### config.mk
export PLATFORM = sky130hd
export DESIGN_NAME = rd_wb_scoreboard_flat
export DESIGN_NICKNAME = d
export VERILOG_FILES = /design/src/rtl/rd_wb_scoreboard_if.sv /design/src/rtl/rd_wb_scoreboard.sv /design/src/flat_wrapper.sv
export SDC_FILE = /design/constraint.sdc
export NUM_CORES = 1
export LEC_CHECK = 0
export BUFFER_PORTS_ARGS = -buffer_cell sky130_fd_sc_hd__buf_2
export CORE_ASPECT_RATIO = 0.75
export CORE_MARGIN = 2
export CORE_UTILIZATION = 40
export DETAILED_ROUTE_END_ITERATION = 16
export GPL_TIMING_DRIVEN = 1
export PLACE_DENSITY = 0.66
export SLEW_MARGIN = 20
export SYNTH_ARGS = -nofsm -noshare
export SYNTH_HDL_FRONTEND = slang
export SYNTH_SLANG_ARGS = --single-unit
export TNS_END_PERCENT = 5
### constraint.sdc
create_clock -name clock -period 3.6 [get_ports clock]
set_clock_uncertainty 0.2 [all_clocks]
set_input_delay 0.72 -clock clock [delete_from_list [all_inputs] [get_ports clock]]
set_output_delay 0.72 -clock clock [all_outputs]
set_load 0.03 [all_outputs]
### src/rtl/rd_wb_scoreboard_if.sv
// Issue/writeback bundle for rd_wb_scoreboard. With SB_FWD_EN defined it also
// carries the forwarding hit flags.
interface rd_wb_scoreboard_if #(
  parameter int AW = 5,
  parameter int DW = 32
);
  logic          issue_valid;
  logic [AW-1:0] issue_rd;
  logic          issue_wr;
  logic [AW-1:0] issue_rs;
  logic [AW-1:0] issue_rt;
  logic          issue_use_rs;
  logic          issue_use_rt;
  logic          issue_ready;

  logic          wb0_valid;
  logic [AW-1:0] wb0_rd;
  logic [DW-1:0] wb0_data;

  logic          wb1_valid;
  logic [AW-1:0] wb1_rd;
  logic [DW-1:0] wb1_data;
  logic          wb1_ready;

  logic          pipe_stall;
  logic          rf_we;
  logic [AW-1:0] rf_waddr;
  logic [DW-1:0] rf_wdata;
`ifdef SB_FWD_EN
  logic          fwd_rs_hit;
  logic          fwd_rt_hit;
`endif

  modport slave (
    input  issue_valid, issue_rd, issue_wr, issue_rs, issue_rt,
    input  issue_use_rs, issue_use_rt,
    input  wb0_valid, wb0_rd, wb0_data,
    input  wb1_valid, wb1_rd, wb1_data,
    output issue_ready, wb1_ready, pipe_stall,
`ifdef SB_FWD_EN
    output fwd_rs_hit, fwd_rt_hit,
`endif
    output rf_we, rf_waddr, rf_wdata
  );

  modport master (
    output issue_valid, issue_rd, issue_wr, issue_rs, issue_rt,
    output issue_use_rs, issue_use_rt,
    output wb0_valid, wb0_rd, wb0_data,
    output wb1_valid, wb1_rd, wb1_data,
    input  issue_ready, wb1_ready, pipe_stall,
`ifdef SB_FWD_EN
    input  fwd_rs_hit, fwd_rt_hit,
`endif
    input  rf_we, rf_waddr, rf_wdata
  );
endinterface

### src/rtl/rd_wb_scoreboard.sv
// Pending-write scoreboard with RAW/WAW issue stall and two-source regfile
// write arbitration. Define SB_FWD_EN to waive source hazards on the rf write.
module rd_wb_scoreboard #(
  parameter int NREG       = 32,
  parameter int AW         = 5,
  parameter int DW         = 32,
  parameter int STARVE_MAX = 4
) (
  input  logic             clock,
  input  logic             reset,
  rd_wb_scoreboard_if.slave sb
);
  localparam int CW = $clog2(STARVE_MAX) + 1;
  localparam logic [CW-1:0] STARVE_LIM = CW'(STARVE_MAX - 1);

  logic [NREG-1:0] busy_reg, busy_next;
  logic            hold_valid_reg, hold_valid_next;
  logic [AW-1:0]   hold_rd_reg, hold_rd_next;
  logic [DW-1:0]   hold_data_reg, hold_data_next;
  logic [CW-1:0]   starve_reg, starve_next;
  logic            pipe_stall_reg, pipe_stall_next;
  logic            rf_we_reg;
  logic [AW-1:0]   rf_waddr_reg;
  logic [DW-1:0]   rf_wdata_reg;

  logic            commit_valid;
  logic [AW-1:0]   commit_rd;
  logic [DW-1:0]   commit_data;
  logic            haz_rs, haz_rt, haz_waw;
  logic            issue_fire;

  // Source hazards; with forwarding, a source matching the write in flight
  // this cycle is satisfied from rf_wdata instead of stalling.
`ifdef SB_FWD_EN
  logic fwd_rs, fwd_rt;
  assign fwd_rs = rf_we_reg && (rf_waddr_reg == sb.issue_rs) && (sb.issue_rs != '0);
  assign fwd_rt = rf_we_reg && (rf_waddr_reg == sb.issue_rt) && (sb.issue_rt != '0);
  assign haz_rs = sb.issue_use_rs && busy_reg[sb.issue_rs] && !fwd_rs;
  assign haz_rt = sb.issue_use_rt && busy_reg[sb.issue_rt] && !fwd_rt;
  assign sb.fwd_rs_hit = sb.issue_use_rs && fwd_rs;
  assign sb.fwd_rt_hit = sb.issue_use_rt && fwd_rt;
`else
  assign haz_rs = sb.issue_use_rs && busy_reg[sb.issue_rs];
  assign haz_rt = sb.issue_use_rt && busy_reg[sb.issue_rt];
`endif
  assign haz_waw = sb.issue_wr && busy_reg[sb.issue_rd];

  assign sb.issue_ready = !haz_rs && !haz_rt && !haz_waw;
  assign issue_fire     = sb.issue_valid && sb.issue_ready && sb.issue_wr &&
                          (sb.issue_rd != '0);

  // Busy bits: a new issue on a register wins over a same-cycle retire.
  for (genvar gi = 0; gi < NREG; gi++) begin : g_busy
    if (gi == 0) begin : g_zero
      assign busy_next[gi] = 1'b0;
    end else begin : g_reg
      logic set_bit, clr_bit;
      assign set_bit = issue_fire && (sb.issue_rd == AW'(gi));
      assign clr_bit = rf_we_reg && (rf_waddr_reg == AW'(gi));
      assign busy_next[gi] = set_bit || (busy_reg[gi] && !clr_bit);
    end
  end

  assign sb.wb1_ready = !hold_valid_reg;

  // Write-port grant: main pipe first, then the held long-unit entry,
  // then a direct long-unit write.
  always_comb begin
    commit_valid    = 1'b0;
    commit_rd       = hold_rd_reg;
    commit_data     = hold_data_reg;
    hold_valid_next = hold_valid_reg;
    hold_rd_next    = hold_rd_reg;
    hold_data_next  = hold_data_reg;
    if (sb.wb0_valid) begin
      commit_valid = 1'b1;
      commit_rd    = sb.wb0_rd;
      commit_data  = sb.wb0_data;
      if (sb.wb1_valid && !hold_valid_reg) begin
        hold_valid_next = 1'b1;
        hold_rd_next    = sb.wb1_rd;
        hold_data_next  = sb.wb1_data;
      end
    end else if (hold_valid_reg) begin
      commit_valid    = 1'b1;
      hold_valid_next = 1'b0;
    end else if (sb.wb1_valid) begin
      commit_valid = 1'b1;
      commit_rd    = sb.wb1_rd;
      commit_data  = sb.wb1_data;
    end
  end

  // Starvation: count cycles the held entry loses to wb0, saturating at the
  // limit; the pipe is frozen once the limit is reached with hold still full.
  always_comb begin
    starve_next = '0;
    if (hold_valid_next) begin
      starve_next = starve_reg;
      if (hold_valid_reg && sb.wb0_valid && (starve_reg < STARVE_LIM))
        starve_next = starve_reg + CW'(1);
    end
    pipe_stall_next = hold_valid_next && (starve_next >= STARVE_LIM);
  end

  always_ff @(posedge clock) begin
    if (reset) begin
      busy_reg       <= '0;
      hold_valid_reg <= 1'b0;
      hold_rd_reg    <= '0;
      hold_data_reg  <= '0;
      starve_reg     <= '0;
      pipe_stall_reg <= 1'b0;
      rf_we_reg      <= 1'b0;
      rf_waddr_reg   <= '0;
      rf_wdata_reg   <= '0;
    end else begin
      busy_reg       <= busy_next;
      hold_valid_reg <= hold_valid_next;
      hold_rd_reg    <= hold_rd_next;
      hold_data_reg  <= hold_data_next;
      starve_reg     <= starve_next;
      pipe_stall_reg <= pipe_stall_next;
      // A commit to r0 is consumed but never reaches the regfile.
      rf_we_reg      <= commit_valid && (commit_rd != '0);
      if (commit_valid) begin
        rf_waddr_reg <= commit_rd;
        rf_wdata_reg <= commit_data;
      end
    end
  end

  assign sb.pipe_stall = pipe_stall_reg;
  assign sb.rf_we      = rf_we_reg;
  assign sb.rf_waddr   = rf_waddr_reg;
  assign sb.rf_wdata   = rf_wdata_reg;
endmodule

### src/flat_wrapper.sv
// flat-port wrapper written by rule: the top's interface ports become plain ports
module rd_wb_scoreboard_flat 
#(
  parameter int NREG       = 32,
  parameter int AW         = 5,
  parameter int DW         = 32,
  parameter int STARVE_MAX = 4
)
  (clock, reset, sb_issue_valid, sb_issue_rd, sb_issue_wr, sb_issue_rs, sb_issue_rt, sb_issue_use_rs, sb_issue_use_rt, sb_wb0_valid, sb_wb0_rd, sb_wb0_data, sb_wb1_valid, sb_wb1_rd, sb_wb1_data, sb_issue_ready, sb_wb1_ready, sb_pipe_stall, sb_rf_we, sb_rf_waddr, sb_rf_wdata);
  rd_wb_scoreboard_if #(.AW(AW), .DW(DW)) sb_i ();
  input  logic clock;
  input  logic reset;
  input wire logic [$bits(sb_i.issue_valid)-1:0] sb_issue_valid;
  input wire logic [$bits(sb_i.issue_rd)-1:0] sb_issue_rd;
  input wire logic [$bits(sb_i.issue_wr)-1:0] sb_issue_wr;
  input wire logic [$bits(sb_i.issue_rs)-1:0] sb_issue_rs;
  input wire logic [$bits(sb_i.issue_rt)-1:0] sb_issue_rt;
  input wire logic [$bits(sb_i.issue_use_rs)-1:0] sb_issue_use_rs;
  input wire logic [$bits(sb_i.issue_use_rt)-1:0] sb_issue_use_rt;
  input wire logic [$bits(sb_i.wb0_valid)-1:0] sb_wb0_valid;
  input wire logic [$bits(sb_i.wb0_rd)-1:0] sb_wb0_rd;
  input wire logic [$bits(sb_i.wb0_data)-1:0] sb_wb0_data;
  input wire logic [$bits(sb_i.wb1_valid)-1:0] sb_wb1_valid;
  input wire logic [$bits(sb_i.wb1_rd)-1:0] sb_wb1_rd;
  input wire logic [$bits(sb_i.wb1_data)-1:0] sb_wb1_data;
  output wire logic [$bits(sb_i.issue_ready)-1:0] sb_issue_ready;
  output wire logic [$bits(sb_i.wb1_ready)-1:0] sb_wb1_ready;
  output wire logic [$bits(sb_i.pipe_stall)-1:0] sb_pipe_stall;
  output wire logic [$bits(sb_i.rf_we)-1:0] sb_rf_we;
  output wire logic [$bits(sb_i.rf_waddr)-1:0] sb_rf_waddr;
  output wire logic [$bits(sb_i.rf_wdata)-1:0] sb_rf_wdata;
  assign sb_i.issue_valid = sb_issue_valid;
  assign sb_i.issue_rd = sb_issue_rd;
  assign sb_i.issue_wr = sb_issue_wr;
  assign sb_i.issue_rs = sb_issue_rs;
  assign sb_i.issue_rt = sb_issue_rt;
  assign sb_i.issue_use_rs = sb_issue_use_rs;
  assign sb_i.issue_use_rt = sb_issue_use_rt;
  assign sb_i.wb0_valid = sb_wb0_valid;
  assign sb_i.wb0_rd = sb_wb0_rd;
  assign sb_i.wb0_data = sb_wb0_data;
  assign sb_i.wb1_valid = sb_wb1_valid;
  assign sb_i.wb1_rd = sb_wb1_rd;
  assign sb_i.wb1_data = sb_wb1_data;
  assign sb_issue_ready = sb_i.issue_ready;
  assign sb_wb1_ready = sb_i.wb1_ready;
  assign sb_pipe_stall = sb_i.pipe_stall;
  assign sb_rf_we = sb_i.rf_we;
  assign sb_rf_waddr = sb_i.rf_waddr;
  assign sb_rf_wdata = sb_i.rf_wdata;
  rd_wb_scoreboard #(.NREG(NREG), .AW(AW), .DW(DW), .STARVE_MAX(STARVE_MAX)) u_core (.clock(clock), .reset(reset), .sb(sb_i));
endmodule
# Word-level counts from Yosys, hierarchy flattened
# Cells that the tools add are included.
# Widths: inputs -> output; s select.
[classes] add_sub_neg=1 n_mul=0 n_div=0 n_lt_le_gt_ge=5 eq_ne=62 shift=0 n_mux=19 bitwise_logic=0 n_reduce_logical=175
[ops] cell="$eq 5x5->1 const B" n=32
[ops] cell="$logic_and 1x1->1" n=106
[ops] cell="$mux 32" n=3
[ops] cell="$eq 5x4->1 const B" n=16
[ops] cell="$eq 5x3->1 const B" n=8
[ops] cell="$logic_not 1->1" n=35
[ops] cell="$logic_or 1x1->1" n=31
[ops] cell="$eq 5x2->1 const B" n=4
[ops] cell="$lt 5x6->1 const B" n=3
[ops] cell="$bmux 1 s5" n=3
[ops] cell="$mux 5" n=3
[ops] cell="$eq 5x1->1 const B" n=2
[ops] cell="$reduce_bool 5->1" n=2
[ops] cell="$mux 1" n=8
[ops] cell="$mux 3" n=2
[ops] cell="$add 3x1->3 const B" n=1
[ops] cell="$ge 3x2->1 const B" n=1
[ops] cell="$lt 3x2->1 const B" n=1
[ops] cell="$reduce_and 2->1" n=1
[word_totals] ff_bits=112 latch_bits=0 ram_bits=0 rom_bits=0 wordCells=272 mem_count=0

# Logic depth before layout (Yosys ltp)
[logic_depth] depth_word=11 mapped_depth=9

# Worst setup path after synthesis
# No wires, ideal clock.
[synth_path] kind="input to output" from="input port sb_issue_rs[1]" to="output port sb_issue_ready" t_arrival_ps=2376 required_ps=2680 setup_slack_ps=304 stages=8 n_path_buf=2 path_cell_list="buf_6 -> mux4_2 -> mux2i_1 -> nand3b_2 -> o311ai_2 -> o21ai_2 -> buf_6 -> nor2_1"
[synth_via] elab_chain_len=6
[synth_lines] element="start, declared" line_no="flat_wrapper.sv:16" rtl="input wire logic [$bits(sb_i.issue_rs)-1:0] sb_issue_rs;"
[synth_lines] element="$bmux 1 s5" line_no="rd_wb_scoreboard.sv:43" rtl="assign haz_rs = sb.issue_use_rs && busy_reg[sb.issue_rs];"
[synth_lines] element="$mux 1 (not written as such)" line_no="rd_wb_scoreboard.sv:43"
[synth_lines] element="$logic_and 1x1->1" line_no="rd_wb_scoreboard.sv:43"
[synth_lines] element="$logic_not 1->1" line_no="rd_wb_scoreboard.sv:48" rtl="assign sb.issue_ready = !haz_rs && !haz_rt && !haz_waw;"
[synth_lines] element="$logic_and 1x1->1 (2 in series)" line_no="rd_wb_scoreboard.sv:48"
[synth_lines] element="end, declared" line_no="flat_wrapper.sv:26" rtl="output wire logic [$bits(sb_i.issue_ready)-1:0] sb_issue_ready;"
# Every way passes these cells. The select of a mux whose other input is x is not followed.

# Worst setup path in the final report
[layout_path] from="input port sb_issue_rt[0]" to="output port sb_issue_ready"
[layout_via] elab_chain_len=6
[layout_lines] element="start, declared" line_no="flat_wrapper.sv:17" rtl="input wire logic [$bits(sb_i.issue_rt)-1:0] sb_issue_rt;"
[layout_lines] element="$bmux 1 s5" line_no="rd_wb_scoreboard.sv:44" rtl="assign haz_rt = sb.issue_use_rt && busy_reg[sb.issue_rt];"
[layout_lines] element="$mux 1 (not written as such)" line_no="rd_wb_scoreboard.sv:44"
[layout_lines] element="$logic_and 1x1->1" line_no="rd_wb_scoreboard.sv:44"
[layout_lines] element="$logic_not 1->1" line_no="rd_wb_scoreboard.sv:48"
[layout_lines] element="$logic_and 1x1->1 (2 in series)" line_no="rd_wb_scoreboard.sv:48"
# Every way passes these cells. The select of a mux whose other input is x is not followed.

==> metrics.yaml <==
status:
  status: "finished, final reports clean"
pwr:
  pwr-share-comb_pct: 16.6
  p_leak_nw: 2.86
  power_switching_share_pct: 29.0
  p_per_area_nw_per_um2: 404
  switchingPower_w: 0.000818
  finalPower_w: 0.00282
  peakVddDrop_mv: 0.249
  pwr-share-seq_pct: 46.7
  p_int_w: 0.00200
  p_clk_share_pct: 36.8
drt:
  wirelength_mm: 17.1
  drcViolationCount: 0
  num_vias: 5633
  dr.pass1.iters: 5
  routed_via_density: 5.46
  final_antenna_net_count: 0
  first_iter_violations: 429
  wire_per_inst_um: 16.6
floorplan:
  die_h_um: 109
  die_w_um: 144
  initial_core_util_pct: 40.9
  coreArea_um2: 14500
  die_area_um2: 15800
  rows: 38
  ioPinCount: 138
sta:
  fin_hold_ws_ps: 250
  period_share_pct: 93.0
  min_period_ps: 3350
  worst_slew_pin_slew_ps: 881
  rsz0062_at_grt: "false"
  hold_viol: 0
  finalSetupViolCount: 0
  fmax_ghz: 0.299
  slew_headroom_pct: 41.2
  setup_tns_ps: 0
  maxSlewViolCount: 0
clock_network:
  cts.repair.resized: 0
  path_clk_slew_ps: 70
  clock_latency_ps: 340
  clockBufferDepth: 2
  cts_tree: "done"
  cts_root_buf: "clkbuf_16"
  numCtsBuffers: 9
  hold_buffers: 0
  cts_sinks: 111
  htreeDepth: 3
  cts_setup_buffers: 0
synth:
  synth_top_area_share_pct: 37.6
  ys_warn_count: 0
  syn-num-nets: 824
  ys_async_sr_fraction_pct: 0
  ys_ff_latch: 111
  avgSynthCellArea_um2: 8.14
  synth-edff-count: 0
  ys_top_cells_by_area: "dfxtp_1 38%, nand2_1 13%, mux2i_1 9.3%, a21oi_1 6.4%, mux4_2 4.2%"
  synthFlopType: "dfxtp_1"
  yosysUniqueCellTypes: 48
  postSynthCellCount: 726
  synth_area_leader_cell: "dfxtp_1"
  syn_area_um2: 5910
  yosysSeqAreaShare_pct: 37.6
flow_run:
  cap_violations: 0
setup_path:
  crit_type: "primary input to output port"
  crit_arrival_ps: 2430
  rr_startpoint: "u_core.busy_reg[24]"
  worst_r2r_path_depth: 7
  reg2reg_slack_ps: 1120
  reg2reg_to: "u_core.busy_reg[31]"
  cp.required_ps: 2680
  startpoint_type: "primary input"
  critPathCaptureType: "output port"
  cp_max_fo: 11
placement:
  place.port_buffers: 137
  post-dp-hpwl_mm: 12.1
  routabilityCongestion: 0.923
final_layout:
  final_common_cell: "nand2_1"
  fin_util_pct: 48.3
  syn_to_final_growth_pct: 18.1
  layout.nets: 925
  final_cell_mix: "209 x nand2_1, 137 x buf_2, 111 x dfxtp_1"
  layout-drive-gt1-share_pct: 23.6
  diodes: 0
grt:
  grt_overflow: 0
  grt_max_degree: 80
  track_usage_pct: 22.2
  grt_pass1_vias: 5173
  antenna_found_initial: 0
  grt_pass1_wl_mm: 27.5
worst_hold_path:
  worstHoldEndpoint: "u_core.sb.rf_wdata[30]"
  hold_path_startpoint: "u_core.sb.rf_wdata[30]"
  hold_depth: 2
  hp-class: "flip-flop to flip-flop"
worst max-delay path: stages:
cell and delay [ps]:
buf_2 200, mux4_2 520, nor2_1 100, nor4_1 60, a41oi_1 210, a31oi_2 150
nor2_1 220, buf_2 240
layer usage:
layer	wire length (µm)	track usage, %	vias up
met3	1880	7.20	15
met1	7770	31.7	2579
li1	-	-	2788
met2	7280	32.6	251
met5	0	0	-
met4	156	4.72	0
cells in the mapped netlist, types with 2 or more instances:
cell type and n:
a2111oi_0 4, a21oi_1 76, a221oi_1 3, a31oi_1 2
buf_1 2, buf_2 10, buf_4 2, buf_6 5
clkbuf_1 41, dfxtp_1 111, inv_1 8, mux2_1 4
mux2_2 2, mux2i_1 55, mux4_1 2, mux4_2 11
nand2_1 209, nand2b_1 7, nand3_1 23, nand3b_1 3
nand4_1 3, nor2_1 16, nor2b_1 8, nor3_1 7
o211ai_1 12, o21ai_0 38, o21ai_1 2, o2bb2ai_1 2
o311ai_0 8, o31ai_1 2, o41ai_1 21, o41ai_2 8
or2_2 2, or3_1 3
layout make-up:
| cell class | instances | area [µm²] |
|---|---|---|
| Sequential cell | 111 | 2220 |
| Multi-Input combinational cell | 546 | 3370 |
| Inverter | 8 | 30.0 |
| Clock inverter | 7 | 86.3 |
| Fill cell | 1471 | 7470 |
| Clock buffer | 9 | 225 |
| Tap cell | 200 | 250 |
| Timing Repair Buffer | 151 | 791 |
how the worst max path moves through the flow:
stage	startpoint	end	depth (start not counted)
global placement	sb_issue_rd[1]	sb_issue_ready	9
floorplan	sb_issue_rs[1]	sb_issue_ready	8
global route	sb_issue_rt[2]	sb_issue_ready	8
detailed placement	sb_issue_rt[0]	sb_issue_ready	8
CTS	sb_issue_rt[0]	sb_issue_ready	8
finish	sb_issue_rt[0]	sb_issue_ready	8
cells by family (layout without fill, tap and decap cells):
logic type               Yosys count  count (layout)  share of synthesized area [%]
AND/OR/NAND/NOR                  286             286                           20.3
AO/OA/AOI/OAI                    185             185                           20.7
flip-flops                       111             111                           37.6
multiplexers                      74              74                           15.5
buffers and inverters             69             175                           5.63
adder cells (fa/ha/maj)            1               1                          0.212
power groups by stage:
stage | Combinational, W | Sequential, W | Clock (W)
after floorplan | 0.000272 | 0.00139 | 0
after global placement | 0.000467 | 0.00134 | 0
after detailed placement | 0.000467 | 0.00134 | 0
after CTS | 0.000468 | 0.00131 | 0.00107
after global routing | 0.000516 | 0.00132 | 0.00112
final | 0.000467 | 0.00132 | 0.00104
through the flow:
| stage | cell area, µm² | instances | worst slack (ps) |
|---|---|---|---|
| 2_1_floorplan | 5910 | 726 | 304 |
| 3_3_place_gp | 6670 | 1016 | 215 |
| 3_5_place_dp | 6670 | 1016 | 264 |
| 4_1_cts | 6980 | 1032 | 259 |
| 5_1_grt | 6980 | 1032 | 81.2 |
| 6_report | 6980 | 1032 | 252 |
Power figures use the tool's default switching activity.
